**config.mk**
```make
export PLATFORM = sky130hd
export DESIGN_NAME = booth_mul_arbiter_flat
export DESIGN_NICKNAME = d
export VERILOG_FILES = /design/src/rtl/booth_mul_arbiter_if.sv /design/src/rtl/booth_mul_arbiter.sv /design/src/flat_wrapper.sv
export SDC_FILE = /design/constraint.sdc
export NUM_CORES = 1
export LEC_CHECK = 0
export CAP_MARGIN = 20
export CORE_MARGIN = 8
export CORE_UTILIZATION = 39
export DETAILED_ROUTE_END_ITERATION = 6
export PLACE_DENSITY = 0.8
export SETUP_SLACK_MARGIN = 0.5
export SYNTH_ARGS = -nofsm -noshare
export SYNTH_HDL_FRONTEND = slang
export SYNTH_SLANG_ARGS = --single-unit
```
**constraint.sdc**
```tcl
create_clock -name CLK -period 1.81 [get_ports CLK]
set_input_delay 0.362 -clock CLK [delete_from_list [all_inputs] [get_ports CLK]]
set_output_delay 0.362 -clock CLK [all_outputs]
set_load 0.01 [all_outputs]
```
**src/rtl/booth_mul_arbiter_if.sv**
```systemverilog
// Requester- and multiplier-side signals of the shared Booth multiplier arbiter.
// The slave side is the arbiter; the master side is the requesters plus the multiplier.
interface booth_mul_arbiter_if;
  logic        req0, req1;
  logic [9:0]  a0, a1, b0, b1;
  logic        az0, az1, bz0, bz1;
  logic        gnt0, gnt1;
  logic [9:0]  mul_a, mul_b;
  logic        mul_az, mul_bz;
  logic [23:0] mul_s;
  logic [23:0] res0, res1;
  logic        done0, done1;
  logic        busy;
  logic [3:0]  inflight;

  modport slave (
    input  req0, req1, a0, a1, b0, b1, az0, az1, bz0, bz1, mul_s,
    output gnt0, gnt1, mul_a, mul_b, mul_az, mul_bz, res0, res1, done0, done1, busy, inflight
  );

  modport master (
    output req0, req1, a0, a1, b0, b1, az0, az1, bz0, bz1, mul_s,
    input  gnt0, gnt1, mul_a, mul_b, mul_az, mul_bz, res0, res1, done0, done1, busy, inflight
  );
endinterface

```
**src/rtl/booth_mul_arbiter.sv**
```systemverilog
// Two-port arbiter for a shared LAT-deep pipelined significand multiplier; a valid/tag
// shift register follows each issued operation so its product returns to the issuing port.
module booth_mul_arbiter #(
  parameter int unsigned LAT       = 8,
  parameter bit          FIXED_PRI = 1'b0
) (
  input logic                CLK,
  input logic                RST,
  booth_mul_arbiter_if.slave bus
);

  logic           last_q;
  logic           gnt0, gnt1, gnt_any;
  logic [LAT-1:0] vld_q, tag_q;
  logic           retire, rtag;
  logic [23:0]    res0_q, res1_q;
  logic           done0_q, done1_q;
  logic [3:0]     inflight_q, inflight_d;

  // last_q = 1 means port 1 won most recently, so port 0 wins the next contention.
  always_comb begin
    gnt0 = 1'b0;
    gnt1 = 1'b0;
    if (bus.req0 && bus.req1) begin
      if (FIXED_PRI || last_q) gnt0 = 1'b1;
      else                     gnt1 = 1'b1;
    end else begin
      gnt0 = bus.req0;
      gnt1 = bus.req1;
    end
  end

  assign gnt_any  = gnt0 | gnt1;
  assign bus.gnt0 = gnt0;
  assign bus.gnt1 = gnt1;

  always_comb begin
    bus.mul_a  = '0;
    bus.mul_b  = '0;
    bus.mul_az = 1'b0;
    bus.mul_bz = 1'b0;
    if (gnt0) begin
      bus.mul_a  = bus.a0;
      bus.mul_b  = bus.b0;
      bus.mul_az = bus.az0;
      bus.mul_bz = bus.bz0;
    end else if (gnt1) begin
      bus.mul_a  = bus.a1;
      bus.mul_b  = bus.b1;
      bus.mul_az = bus.az1;
      bus.mul_bz = bus.bz1;
    end
  end

  always_ff @(posedge CLK or negedge RST) begin
    if (!RST) begin
      last_q <= 1'b1;
    end else if (gnt_any) begin
      last_q <= gnt1;
    end
  end

  // The last stage lines up with mul_s for the operation it tracks.
  always_ff @(posedge CLK or negedge RST) begin
    if (!RST) begin
      vld_q <= '0;
      tag_q <= '0;
    end else begin
      vld_q <= {vld_q[LAT-2:0], gnt_any};
      tag_q <= {tag_q[LAT-2:0], gnt1};
    end
  end

  assign retire = vld_q[LAT-1];
  assign rtag   = tag_q[LAT-1];

  always_ff @(posedge CLK or negedge RST) begin
    if (!RST) begin
      res0_q  <= '0;
      res1_q  <= '0;
      done0_q <= 1'b0;
      done1_q <= 1'b0;
    end else begin
      done0_q <= retire & ~rtag;
      done1_q <= retire & rtag;
      if (retire && !rtag) res0_q <= bus.mul_s;
      if (retire && rtag)  res1_q <= bus.mul_s;
    end
  end

  always_comb begin
    inflight_d = inflight_q;
    case ({gnt_any, retire})
      2'b10:   inflight_d = inflight_q + 4'd1;
      2'b01:   inflight_d = inflight_q - 4'd1;
      default: inflight_d = inflight_q;
    endcase
  end

  always_ff @(posedge CLK or negedge RST) begin
    if (!RST) inflight_q <= '0;
    else      inflight_q <= inflight_d;
  end

  assign bus.res0     = res0_q;
  assign bus.res1     = res1_q;
  assign bus.done0    = done0_q;
  assign bus.done1    = done1_q;
  assign bus.inflight = inflight_q;
  assign bus.busy     = (inflight_q != 4'd0);

endmodule

```
**src/flat_wrapper.sv**
```systemverilog
// flat-port wrapper written by rule: the top's interface ports become plain ports
module booth_mul_arbiter_flat 
#(
  parameter int unsigned LAT       = 8,
  parameter bit          FIXED_PRI = 1'b0
)
  (CLK, RST, bus_req0, bus_req1, bus_a0, bus_a1, bus_b0, bus_b1, bus_az0, bus_az1, bus_bz0, bus_bz1, bus_mul_s, bus_gnt0, bus_gnt1, bus_mul_a, bus_mul_b, bus_mul_az, bus_mul_bz, bus_res0, bus_res1, bus_done0, bus_done1, bus_busy, bus_inflight);
  booth_mul_arbiter_if bus_i ();
  input logic CLK;
  input logic RST;
  input wire logic [$bits(bus_i.req0)-1:0] bus_req0;
  input wire logic [$bits(bus_i.req1)-1:0] bus_req1;
  input wire logic [$bits(bus_i.a0)-1:0] bus_a0;
  input wire logic [$bits(bus_i.a1)-1:0] bus_a1;
  input wire logic [$bits(bus_i.b0)-1:0] bus_b0;
  input wire logic [$bits(bus_i.b1)-1:0] bus_b1;
  input wire logic [$bits(bus_i.az0)-1:0] bus_az0;
  input wire logic [$bits(bus_i.az1)-1:0] bus_az1;
  input wire logic [$bits(bus_i.bz0)-1:0] bus_bz0;
  input wire logic [$bits(bus_i.bz1)-1:0] bus_bz1;
  input wire logic [$bits(bus_i.mul_s)-1:0] bus_mul_s;
  output wire logic [$bits(bus_i.gnt0)-1:0] bus_gnt0;
  output wire logic [$bits(bus_i.gnt1)-1:0] bus_gnt1;
  output wire logic [$bits(bus_i.mul_a)-1:0] bus_mul_a;
  output wire logic [$bits(bus_i.mul_b)-1:0] bus_mul_b;
  output wire logic [$bits(bus_i.mul_az)-1:0] bus_mul_az;
  output wire logic [$bits(bus_i.mul_bz)-1:0] bus_mul_bz;
  output wire logic [$bits(bus_i.res0)-1:0] bus_res0;
  output wire logic [$bits(bus_i.res1)-1:0] bus_res1;
  output wire logic [$bits(bus_i.done0)-1:0] bus_done0;
  output wire logic [$bits(bus_i.done1)-1:0] bus_done1;
  output wire logic [$bits(bus_i.busy)-1:0] bus_busy;
  output wire logic [$bits(bus_i.inflight)-1:0] bus_inflight;
  assign bus_i.req0 = bus_req0;
  assign bus_i.req1 = bus_req1;
  assign bus_i.a0 = bus_a0;
  assign bus_i.a1 = bus_a1;
  assign bus_i.b0 = bus_b0;
  assign bus_i.b1 = bus_b1;
  assign bus_i.az0 = bus_az0;
  assign bus_i.az1 = bus_az1;
  assign bus_i.bz0 = bus_bz0;
  assign bus_i.bz1 = bus_bz1;
  assign bus_i.mul_s = bus_mul_s;
  assign bus_gnt0 = bus_i.gnt0;
  assign bus_gnt1 = bus_i.gnt1;
  assign bus_mul_a = bus_i.mul_a;
  assign bus_mul_b = bus_i.mul_b;
  assign bus_mul_az = bus_i.mul_az;
  assign bus_mul_bz = bus_i.mul_bz;
  assign bus_res0 = bus_i.res0;
  assign bus_res1 = bus_i.res1;
  assign bus_done0 = bus_i.done0;
  assign bus_done1 = bus_i.done1;
  assign bus_busy = bus_i.busy;
  assign bus_inflight = bus_i.inflight;
  booth_mul_arbiter #(.LAT(LAT), .FIXED_PRI(FIXED_PRI)) u_core (.CLK(CLK), .RST(RST), .bus(bus_i));
endmodule
```
==> impl_metrics.toml <==
[power_and_ir_drop]
power_density_nw_per_um2 = 1040
combPwrFrac_pct = 36.5
switching_share_pct = 28.6
clockPowerShare_pct = 26.5
p_int_mw = 3.88
p_sw_mw = 1.55
p_leak_nw = 2.54
ir_drop_mv = 0.467
seq_power_share_pct = 37.0

[floorplanning]
initial_core_util_pct = 39.5
dieArea_um2 = 10200
fp.dieW_um = 101
fp-row-count = 31
io_pins = 151
coreArea_um2 = 7100
dieHeight_um = 101

[synthesis]
synthCells = 178
synth-seq-area-share_pct = 63.5
ys_warn_count = 0
synth_area_leaders = "dfrtp_1 63%, mux2_2 20%, a22o_1 6.9%, ha_1 1.3%, xor2_1 1.3%"
ys_ff_latch = 71
synth.avg_cell_area_um2 = 15.7
ys_types = 22
netlist.area_leader.share_pct = 62.5
yosys.area.top_type = "dfrtp_1"
synth_nets = 253
syn-cell-area_um2 = 2800

[setup_path]
slowest_stage = "dfstp_2"
max_stage_delay_ns = 0.55
end_kind = "output port"
criticalPathCategory = "flip-flop to output port"
cp-start-kind = "flip-flop"
crit_arrival_ns = 1.64
cpMostUsedCell = "buf_6"
required_ns = 1.45
crit_buf_inv = 4
crit_path_cell_trace = "inv_2 > a21boi_4 > buf_6 > buf_16 > a22o_1 > buf_6"
path_max_fanout = 6
path_delay_family = "flip-flops"

[min_path]
hold_class = "input pin to asynchronous set/reset pin"

[run_status]
outcome = "finished with violations"
violations = "negative setup slack"

[sta]
period_share_pct = 111
finalSetupTns_ns = -3.79
skew_ns = 0.00993
tightest_slew_ns = 0.368
setup_viol = 24
rsz0062_at_grt = "true"
fin_crit_ns = 2.00
max_freq_mhz = 499
maxSlewViolCount = 0
relSlewSlack_pct = 75.5
worst_slack_ns = -0.193
finalHoldViolations = 0

[layout]
fin_nets = 455
drive_gt1_share_pct = 54.8
fill_cells = 500
area_growth_syn_to_layout_pct = 85.7
insertedDiodeCount = 0
instances_no_fill = 484

[clock_network]
cts.sinks = 71
hold_buffers = 0
clock-root-buffer = "clkbuf_8"
h-tree-depth = 3
cts_tree = "yes"
cts_max_path_buffers = 2
cts_buffers = 9
insertion_delay_ns = 0.33
path_clk_slew_ns = 0.08

[route]
first_pass_iters = 4
drt-wirelength-per-cell_um = 19.5
wl_um = 9450
viasPerCell = 4.76
vias = 2306
drtAntennaViolNets = 0
drcViolationCount = 0
drtIter0Drc = 53

[global_routing]
track_usage_pct = 17.9
use_met3_pct = 7.53
grt_pass1_wl_um = 14000
grt_antenna_before_repair = 0
grt_pass1_vias = 2585
use_met1_pct = 20.1
top_usage_layer = "met2"
overflow = 0
grt_start_max_net_pins = 72
gr-usage-met2_pct = 30.4

[place]
io_buffers = 150
dp_hpwl_um = 5860
place_inst = 435
gp_congestion = 0.729

[flow_run]
drv_cap = 0
worst register-to-register path: cells and delay by family, from the launching register on:
| family | cells | cell delay [ns] |
|---|---|---|
| compound gates | 1 | 0.13 |
| xor+xnor | 3 | 0.47 |
| fa+ha+maj | 2 | 0.37 |
| flops | 1 | 0.46 |
| simple gates | 1 | 0.08 |
flip-flops by register name, indices dropped and copies added, names as in the netlist:
name,cells
u_core.bus.done0,1
u_core.bus.done1,1
u_core.bus.inflight,4
u_core.bus.res0,24
u_core.bus.res1,24
u_core.last_q,1
u_core.tag_q,8
u_core.vld_q,8
path summary, 6_finish.rpt:
kind	start	end	slack (ns)	cells past startpoint
setup / recovery	u_core.last_q	bus_mul_az	-0.19	6
hold / removal	RST	u_core.bus.res0[2]	0.04	2
setup reg to reg	u_core.vld_q[7]	u_core.bus.inflight[2]	0.19	7
hold reg to reg	u_core.tag_q[5]	u_core.tag_q[6]	0.35	0
max in group asynchronous	RST	u_core.last_q	1.43	2
min in group CLK	u_core.tag_q[5]	u_core.tag_q[6]	0.35	0
logic make-up after synthesis:
logic type | Yosys count | share of synthesized area [%]
AO/OA/AOI/OAI | 28 | 8.40
XOR/XNOR | 5 | 1.56
adder cells (fa/ha/maj) | 3 | 1.34
buffers and inverters | 12 | 2.86
flip-flops | 71 | 63.5
multiplexers | 50 | 20.1
AND/OR/NAND/NOR | 9 | 2.32
cell usage after synthesis (all sizes together):
cell type,count
a21boi,2
a21oi,3
a22o,22
ha,3
mux2i,1
dfstp,1
xor2,4
xnor2,1
dfrtp,70
and4bb,2
buf,9
nor2,3
or4,1
mux2,49
inv,3
nor2b,1
nand2,1
o21ai,1
nand3b,1
power groups by stage:
stage / Clock (mW) / Sequential [mW] / Combinational (mW)
after detailed placement: 0 / 2.02 / 1.64
final: 1.44 / 2.01 / 1.98
after CTS: 1.46 / 1.99 / 1.79
after floorplan: 0 / 2.16 / 0.497
after global placement: 0 / 2.01 / 1.60
after global routing: 1.52 / 2.04 / 2.12
placed cells by master, fill, tap and decap left out, types with 2 or more instances in the layout:
cell type,count
dfrtp_2,2
nor2_1,2
a22o_1,22
buf_4,15
inv_1,2
buf_2,73
and4bb_1,2
clkdlybuf4s50_1,68
xor2_1,3
ha_4,2
clkbuf_16,2
buf_12,4
buf_16,7
clkinvlp_4,2
bufinv_16,2
a21boi_4,2
mux2_4,49
buf_6,29
a21oi_1,2
clkbuf_8,10
dfrtp_1,68
cell type report:
type                            count  area [um2]  area share (%)
Clock buffer                       10         138            2.65
Clock inverter                      6        92.6            1.78
Inverter                            3        11.3           0.216
Multi-Input combinational cell     95        1230            23.6
Sequential cell                    71        1780            34.2
Tap cell                           99         124            2.38
Timing Repair Buffer              200        1830            35.1
metal layers:
layer | part of all wire [%] | vias to the layer above
li1 | - | 1053
met1 | 39 | 1131
met2 | 51 | 112
met3 | 9.9 | 10
met4 | 1.0 | 0
met5 | 0 | -
repair_timing:
item,CTS,global route
hold endpoints to repair,0,0
gates resized for setup,384,41
gates cloned,8,3
setup endpoints to repair,131,72
pin swaps,11,7
setup buffers,18,4
metrics by stage:
step | area (um2) | util (%) | total power, mW | setup slack (ns) | hold slack [ns]
after floorplan | 2850 | - | 2.66 | 0.333 | 0.0664
after global placement | 4560 | 64.2 | 3.61 | -0.527 | 0.333
after detailed placement | 4560 | 64.2 | 3.66 | -0.567 | 0.336
after CTS | 5000 | 70.4 | 5.24 | -0.193 | 0.0568
after global routing | 5200 | 73.3 | 5.68 | -0.242 | 0.0749
final | 5200 | 73.3 | 5.43 | -0.193 | 0.0449
(Power assumes the default switching activity.)
